<file path="src/rtl/lsu_pkg.sv">
// Shared core constants: opcode/funct3 encodings, memory access size and LSU state enums,
// and the alignment rule used by the load/store unit.
package lsu_pkg;

  localparam logic [6:0] OPC_LOAD  = 7'b0000011;
  localparam logic [6:0] OPC_STORE = 7'b0100011;
  localparam logic [2:0] F3_B      = 3'b000;
  localparam logic [2:0] F3_H      = 3'b001;
  localparam logic [2:0] F3_W      = 3'b010;
  localparam logic [2:0] F3_D      = 3'b011;

  typedef enum logic [1:0] {
    SIZE_BYTE   = 2'd0,
    SIZE_HALF   = 2'd1,
    SIZE_WORD   = 2'd2,
    SIZE_DOUBLE = 2'd3
  } mem_size_e;

  typedef enum logic [1:0] {
    ST_IDLE   = 2'd0,
    ST_ACCESS = 2'd1,
    ST_RESP   = 2'd2
  } lsu_state_e;

  // An access is aligned when its address is a multiple of its size in bytes.
  function automatic logic is_misaligned(input logic [2:0] addr_lo, input mem_size_e size);
    case (size)
      SIZE_BYTE:   return 1'b0;
      SIZE_HALF:   return addr_lo[0] != 1'b0;
      SIZE_WORD:   return addr_lo[1:0] != 2'b00;
      SIZE_DOUBLE: return addr_lo != 3'b000;
      default:     return 1'b1;
    endcase
  endfunction

endpackage

</file>
<file path="src/rtl/lsu_load_align.sv">
// Load extraction: moves the addressed lanes of a bus word down to bit 0 and
// sign- or zero-extends them to the full data width.
module load_align
  import lsu_pkg::*;
#(
  parameter int DWIDTH = 32
) (
  input  logic [DWIDTH-1:0]            bus_rdata,
  input  logic [$clog2(DWIDTH/8)-1:0]  offset,
  input  mem_size_e                    size,
  input  logic                         is_unsigned,
  output logic [DWIDTH-1:0]            data
);

  logic [DWIDTH-1:0] shifted_s;
  logic              top_bit_s;
  int                nbits_s;

  // Shift, pick the field's sign bit, then extend above the field.
  always_comb begin
    shifted_s = bus_rdata >> {offset, 3'b000};
    case (size)
      SIZE_BYTE:   nbits_s = 8;
      SIZE_HALF:   nbits_s = 16;
      SIZE_WORD:   nbits_s = 32;
      SIZE_DOUBLE: nbits_s = 64;
      default:     nbits_s = 8;
    endcase
    if (nbits_s > DWIDTH) begin
      nbits_s = DWIDTH;
    end else begin
      nbits_s = nbits_s;
    end
    top_bit_s = 1'b0;
    for (int i = 0; i < DWIDTH; i++) begin
      top_bit_s = top_bit_s | (shifted_s[i] & (i == nbits_s - 1));
    end
    data = '0;
    for (int i = 0; i < DWIDTH; i++) begin
      data[i] = (i < nbits_s) ? shifted_s[i] : (top_bit_s & ~is_unsigned);
    end
  end

endmodule

</file>
<file path="src/rtl/lsu.sv">
// Load/store unit: accepts one core request at a time, drives a lane-encoded memory
// access with a bounded wait for mem_ack, and returns a single-cycle response.
module lsu
  import lsu_pkg::*;
#(
  parameter int DWIDTH  = 32,
  parameter int AWIDTH  = 32,
  parameter int TIMEOUT = 16
) (
  input  logic                clk,
  input  logic                reset,
  input  logic                req_valid,
  output logic                req_ready,
  input  logic                req_we,
  input  logic [1:0]          req_size,
  input  logic                req_unsigned,
  input  logic [AWIDTH-1:0]   req_addr,
  input  logic [DWIDTH-1:0]   req_wdata,
  output logic                resp_valid,
  output logic [DWIDTH-1:0]   resp_rdata,
  output logic                resp_err,
  output logic                mem_req,
  output logic                mem_we,
  output logic [AWIDTH-1:0]   mem_addr,
  output logic [DWIDTH/8-1:0] mem_be,
  output logic [DWIDTH-1:0]   mem_wdata,
  input  logic                mem_ack,
  input  logic [DWIDTH-1:0]   mem_rdata
);

  localparam int BW   = DWIDTH / 8;
  localparam int OFFW = $clog2(BW);

  lsu_state_e        state_r, next_s;
  mem_size_e         req_size_s, size_r;
  logic [OFFW-1:0]   req_off_s, off_r;
  logic              uns_r;
  logic [7:0]        tmo_cnt_r;
  logic              accept_s, req_err_s, ack_s, tmo_hit_s;
  logic [7:0]        mask8_s;
  logic [15:0]       be_full_s;
  logic [BW-1:0]     be_s;
  logic [DWIDTH-1:0] wdata_s, load_data_s;
  logic [AWIDTH-1:0] maddr_s;

  assign req_size_s = mem_size_e'(req_size);
  assign req_off_s  = req_addr[OFFW-1:0];
  assign req_ready  = (state_r == ST_IDLE);
  assign accept_s   = req_valid && (state_r == ST_IDLE);
  assign req_err_s  = is_misaligned(req_addr[2:0], req_size_s) ||
                      ((req_size_s == SIZE_DOUBLE) && (DWIDTH == 32));
  assign ack_s      = (state_r == ST_ACCESS) && mem_ack;
  assign tmo_hit_s  = (state_r == ST_ACCESS) && !mem_ack && (tmo_cnt_r == 8'(TIMEOUT - 1));

  // Lane encoding of the incoming request, captured into the bus registers on acceptance.
  always_comb begin
    case (req_size_s)
      SIZE_BYTE:   mask8_s = 8'h01;
      SIZE_HALF:   mask8_s = 8'h03;
      SIZE_WORD:   mask8_s = 8'h0F;
      SIZE_DOUBLE: mask8_s = 8'hFF;
      default:     mask8_s = 8'h00;
    endcase
    be_full_s = {8'h00, mask8_s} << req_off_s;
    be_s      = be_full_s[BW-1:0];
    wdata_s   = req_wdata << {req_off_s, 3'b000};
    maddr_s   = {req_addr[AWIDTH-1:OFFW], {OFFW{1'b0}}};
  end

  // Next-state logic; an ack always beats a timeout on the same cycle.
  always_comb begin
    next_s = state_r;
    case (state_r)
      ST_IDLE: begin
        if (req_valid) begin
          next_s = req_err_s ? ST_RESP : ST_ACCESS;
        end else begin
          next_s = ST_IDLE;
        end
      end
      ST_ACCESS: begin
        if (mem_ack || tmo_hit_s) begin
          next_s = ST_RESP;
        end else begin
          next_s = ST_ACCESS;
        end
      end
      ST_RESP: next_s = ST_IDLE;
      default: next_s = ST_IDLE;
    endcase
  end

  load_align #(.DWIDTH(DWIDTH)) u_load_align (
    .bus_rdata   (mem_rdata),
    .offset      (off_r),
    .size        (size_r),
    .is_unsigned (uns_r),
    .data        (load_data_s)
  );

  // State, bus and response registers.
  always_ff @(posedge clk) begin
    if (!reset) begin
      state_r    <= ST_IDLE;
      size_r     <= SIZE_BYTE;
      off_r      <= '0;
      uns_r      <= 1'b0;
      tmo_cnt_r  <= 8'd0;
      mem_req    <= 1'b0;
      mem_we     <= 1'b0;
      mem_addr   <= '0;
      mem_be     <= '0;
      mem_wdata  <= '0;
      resp_valid <= 1'b0;
      resp_err   <= 1'b0;
      resp_rdata <= '0;
    end else begin
      state_r    <= next_s;
      mem_req    <= (next_s == ST_ACCESS);
      resp_valid <= (next_s == ST_RESP);
      if (accept_s) begin
        size_r <= req_size_s;
        off_r  <= req_off_s;
        uns_r  <= req_unsigned;
      end
      if (accept_s && !req_err_s) begin
        mem_we    <= req_we;
        mem_addr  <= maddr_s;
        mem_be    <= be_s;
        mem_wdata <= wdata_s;
      end else if (next_s != ST_ACCESS) begin
        mem_we    <= 1'b0;
        mem_addr  <= '0;
        mem_be    <= '0;
        mem_wdata <= '0;
      end
      if ((state_r == ST_ACCESS) && (next_s == ST_ACCESS)) begin
        tmo_cnt_r <= tmo_cnt_r + 8'd1;
      end else begin
        tmo_cnt_r <= 8'd0;
      end
      if (accept_s && req_err_s) begin
        resp_err   <= 1'b1;
        resp_rdata <= '0;
      end else if (ack_s) begin
        resp_err   <= 1'b0;
        resp_rdata <= mem_we ? '0 : load_data_s;
      end else if (tmo_hit_s) begin
        resp_err   <= 1'b1;
        resp_rdata <= '0;
      end else if (state_r == ST_RESP) begin
        resp_err   <= 1'b0;
        resp_rdata <= '0;
      end
    end
  end

endmodule
</file>
<file path="config.mk">
export PLATFORM = sky130hd
export DESIGN_NAME = lsu
export DESIGN_NICKNAME = d
export VERILOG_FILES = /design/src/rtl/lsu_pkg.sv /design/src/rtl/lsu_load_align.sv /design/src/rtl/lsu.sv
export SDC_FILE = /design/constraint.sdc
export NUM_CORES = 1
export LEC_CHECK = 0
export CAP_MARGIN = 15
export CORE_AREA = 2 2 111 113
export DETAILED_ROUTE_END_ITERATION = 7
export DIE_AREA = 0 0 113 115
export GPL_ROUTABILITY_DRIVEN = 0
export PLACE_DENSITY = 0.85
export SLEW_MARGIN = 20
export SYNTH_ARGS = -nofsm -noshare
export SYNTH_HDL_FRONTEND = slang
export SYNTH_HIERARCHICAL = 1
export SYNTH_SLANG_ARGS = --single-unit
export TNS_END_PERCENT = 50
</file>
<file path="constraint.sdc">
create_clock -name clk -period 3.39 [get_ports clk]
set_input_delay 0.8475 -clock clk [delete_from_list [all_inputs] [get_ports clk]]
set_output_delay 0.8475 -clock clk [all_outputs]
set_load 0.02 [all_outputs]
</file>
==> flow_metrics.tcl <==
set metrics [dict create \
    wire_per_inst_microns 20.6 \
    drv_slew 0 \
    startpoint_type "flop" \
    vdd_drop_max_mv 0.356 \
    synth.area.mux_share_pct 7.44 \
    dpl.hpwl_microns 12800 \
    crit_arrival_ps 1700 \
    antenna_found_initial 0 \
    viasPerCell 6.18 \
    synth_xor_area_share_pct 0.792 \
    skew_ps 5.90 \
    slowest_stage "clkdlybuf4s50_1" \
    internal-power_mw 2.85 \
    synthSimpleGateAreaFrac_pct 8.66 \
    syn_to_final_growth_pct 48.2 \
    p_sw_share_pct 26.4 \
    drt-initial-drc-count 725 \
    fp-row-count 40 \
    coreArea_sq_um 11800 \
    worstPathMaxFanout 9 \
    syn_area_sq_um 5530 \
    firstDrtPassIters 8 \
    pwr-share-seq_pct 37.7 \
    synth.area.top_cells "dfxtp_1 42%, a22o_1 7.8%, mux2i_1 6.7%, a21oi_1 5.2%, o2111ai_1 5.2%" \
    synth_ff_type "dfxtp_1" \
    cts_tree "done" \
    grt_util_all_layers_pct 27.7 \
    nets 837 \
    drc 15 \
    synth-compound-area-share_pct 34.4 \
    grt_max_degree 71 \
    start_util_pct 46.8 \
    clock_path_buffers 2 \
    place_area_sq_um 7610 \
    cts_sinks 117 \
    fin_crit_ps 2550 \
    setup_violations 0 \
    finalCritPeriodShare_pct 75.2 \
    criticalPathCategory "flop to primary output" \
    r2r-start "off_r[1]" \
    ant_nets 0 \
    async_flop_share_pct 0 \
    cp-end-kind "primary output" \
    grt_overflow_total 0 \
    power_density_nw_per_um2 472 \
    post-route-util_pct 69.4 \
    insertion_delay_ps 420 \
    h-tree-depth 4 \
    crit_path_start "state_r[1]" \
    place_ws_ps 506 \
    p_total_mw 3.87 \
    holdWs_ps 446 \
    finalHoldViolations 0 \
    min-delay-start "tmo_cnt_r[0]" \
    ys_types 53 \
    seq_area_frac_synth_pct 42.3 \
    ys_ff_latch 117 \
    synth_top_area_cell "dfxtp_1" \
    fmax_ghz 0.392 \
    maxCapViolCount 0 \
    tightest_slew_ps 717 \
    ys_warn_count 6 \
    synth_top_family_by_area "compound AO/OA/AOI/OAI gates" \
    synth_edf_count 0 \
    avgSynthCellArea_sq_um 9.97 \
    tns_ps 0 \
    path_clk_slew_ps 60 \
    p_leak_nw 2.89 \
    ctsResizeCount 0 \
    hold_path.class "flop to flop" \
    vias 5509 \
    grt_pass1_wl_microns 28200 \
    p_sw_mw 1.02 \
    layout_setup_ws_ps 839 \
    status "finished with violations" \
    cts_inserted_buffers 17 \
    required_ps 2540 \
    hold_buffers 0 \
    slew_headroom_pct 51.8 \
    slowest_delay_ps 630 \
    postCtsSetupBuffers 0 \
    grt_pass1_vias 5314 \
    combPwrFrac_pct 16.8 \
    instances_no_fill 892 \
    path_cells "nor2_1 > clkdlybuf4s50_1" \
    port_buffers 206 \
    die_h_microns 115 \
    p_clk_share_pct 45.5 \
    diodes 0 \
    drive_gt1_share_pct 9.66 \
    fp.dieW_microns 113 \
    synth_top_area_share_pct 42.3 \
    cts_root_buf "clkbuf_16" \
    synth-adder-area-share_pct 0.407 \
    pin_count 209 \
    violations "DRC" \
    final_area_sq_um 8200 \
    fp.dieArea_sq_um 13000 \
    netlist_instances 555 \
    dpl.cell_count 860 \
    routed_wl_microns 18300 \
    rsz0062_at_grt "no" \
]
area by class of cell:
cell class | count | area, sq um
tap | 147 | 184
clock buffer | 19 | 453
fill | 867 | 3610
inverter | 3 | 11.3
clock inverter | 13 | 133
sequential | 117 | 2340
timing repair buffer | 218 | 2170
multi-input combinational | 375 | 2910
synthesized netlist by cell type (6+ instances only):
master     count
nor2_1        13
o22ai_1        8
nor2b_1       19
dfxtp_1      117
a22oi_1       32
a32o_1         8
a21oi_1       58
or3_1          6
mux2i_1       37
or2_2         11
buf_2         30
nand2_1       12
o2111ai_1     33
a211oi_1       7
a211o_1        8
o2bb2ai_1     25
clkbuf_1      20
a22o_1        49
path summary, 6_finish.rpt:
kind                                  endpoint  cells past startpoint  slack [ps]
worst max register to register  resp_rdata[25]                      6        1240
worst min-delay path              tmo_cnt_r[0]                      1         450
worst min register to register    tmo_cnt_r[0]                      1         450
worst max-delay path                 req_ready                      2         840
worst max-delay path, delay by kind of cell (launching register included):
kind	cells	cell delay (ps)
buffers and inverters	1	630
DFF	1	430
and+or+nand+nor	1	220
power groups by stage:
stage | logic [mW] | clock network, mW | registers, mW
after floorplan | 0.325 | 0 | 1.51
after global placement | 0.627 | 0 | 1.48
after detailed placement | 0.639 | 0 | 1.48
after CTS | 0.644 | 1.78 | 1.46
after global routing | 0.689 | 1.84 | 1.46
final | 0.651 | 1.76 | 1.46
cells in the final DEF, fill, tap and decap left out, drive strengths merged, types with 15 or more instances in the layout:
cell type / count
a21oi: 60
a22o: 49
a22oi: 32
clkbuf: 19
clkdlybuf4s50: 205
dfxtp: 117
mux2i: 37
nor2: 15
nor2b: 19
o2111ai: 33
o2bb2ai: 25
metal layers:
layer | global-route usage, % | wire length (microns) | vias up
met5 | 0 | 0 | -
met4 | 11.5 | 441 | 0
met3 | 10.8 | 1940 | 40
met2 | 46.4 | 8840 | 321
met1 | 31.9 | 7120 | 2628
li1 | - | - | 2520
kinds of logic after synthesis:
| logic type | after synthesis |
|---|---|
| compound gates | 245 |
| xor+xnor | 5 |
| fa+ha+maj | 2 |
| buf+inv | 64 |
| flops | 117 |
| mux | 40 |
| other cells | 1 |
| simple gates | 81 |
sequential cells by signal (all words and copies together) (netlist names):
signal      cells
mem_addr       30
mem_be          4
mem_req         1
mem_wdata      32
mem_we          1
off_r           2
resp_err        1
resp_rdata     32
resp_valid      1
size_r          2
state_r         2
tmo_cnt_r       8
uns_r           1
Power figures use the tool's default switching activity.
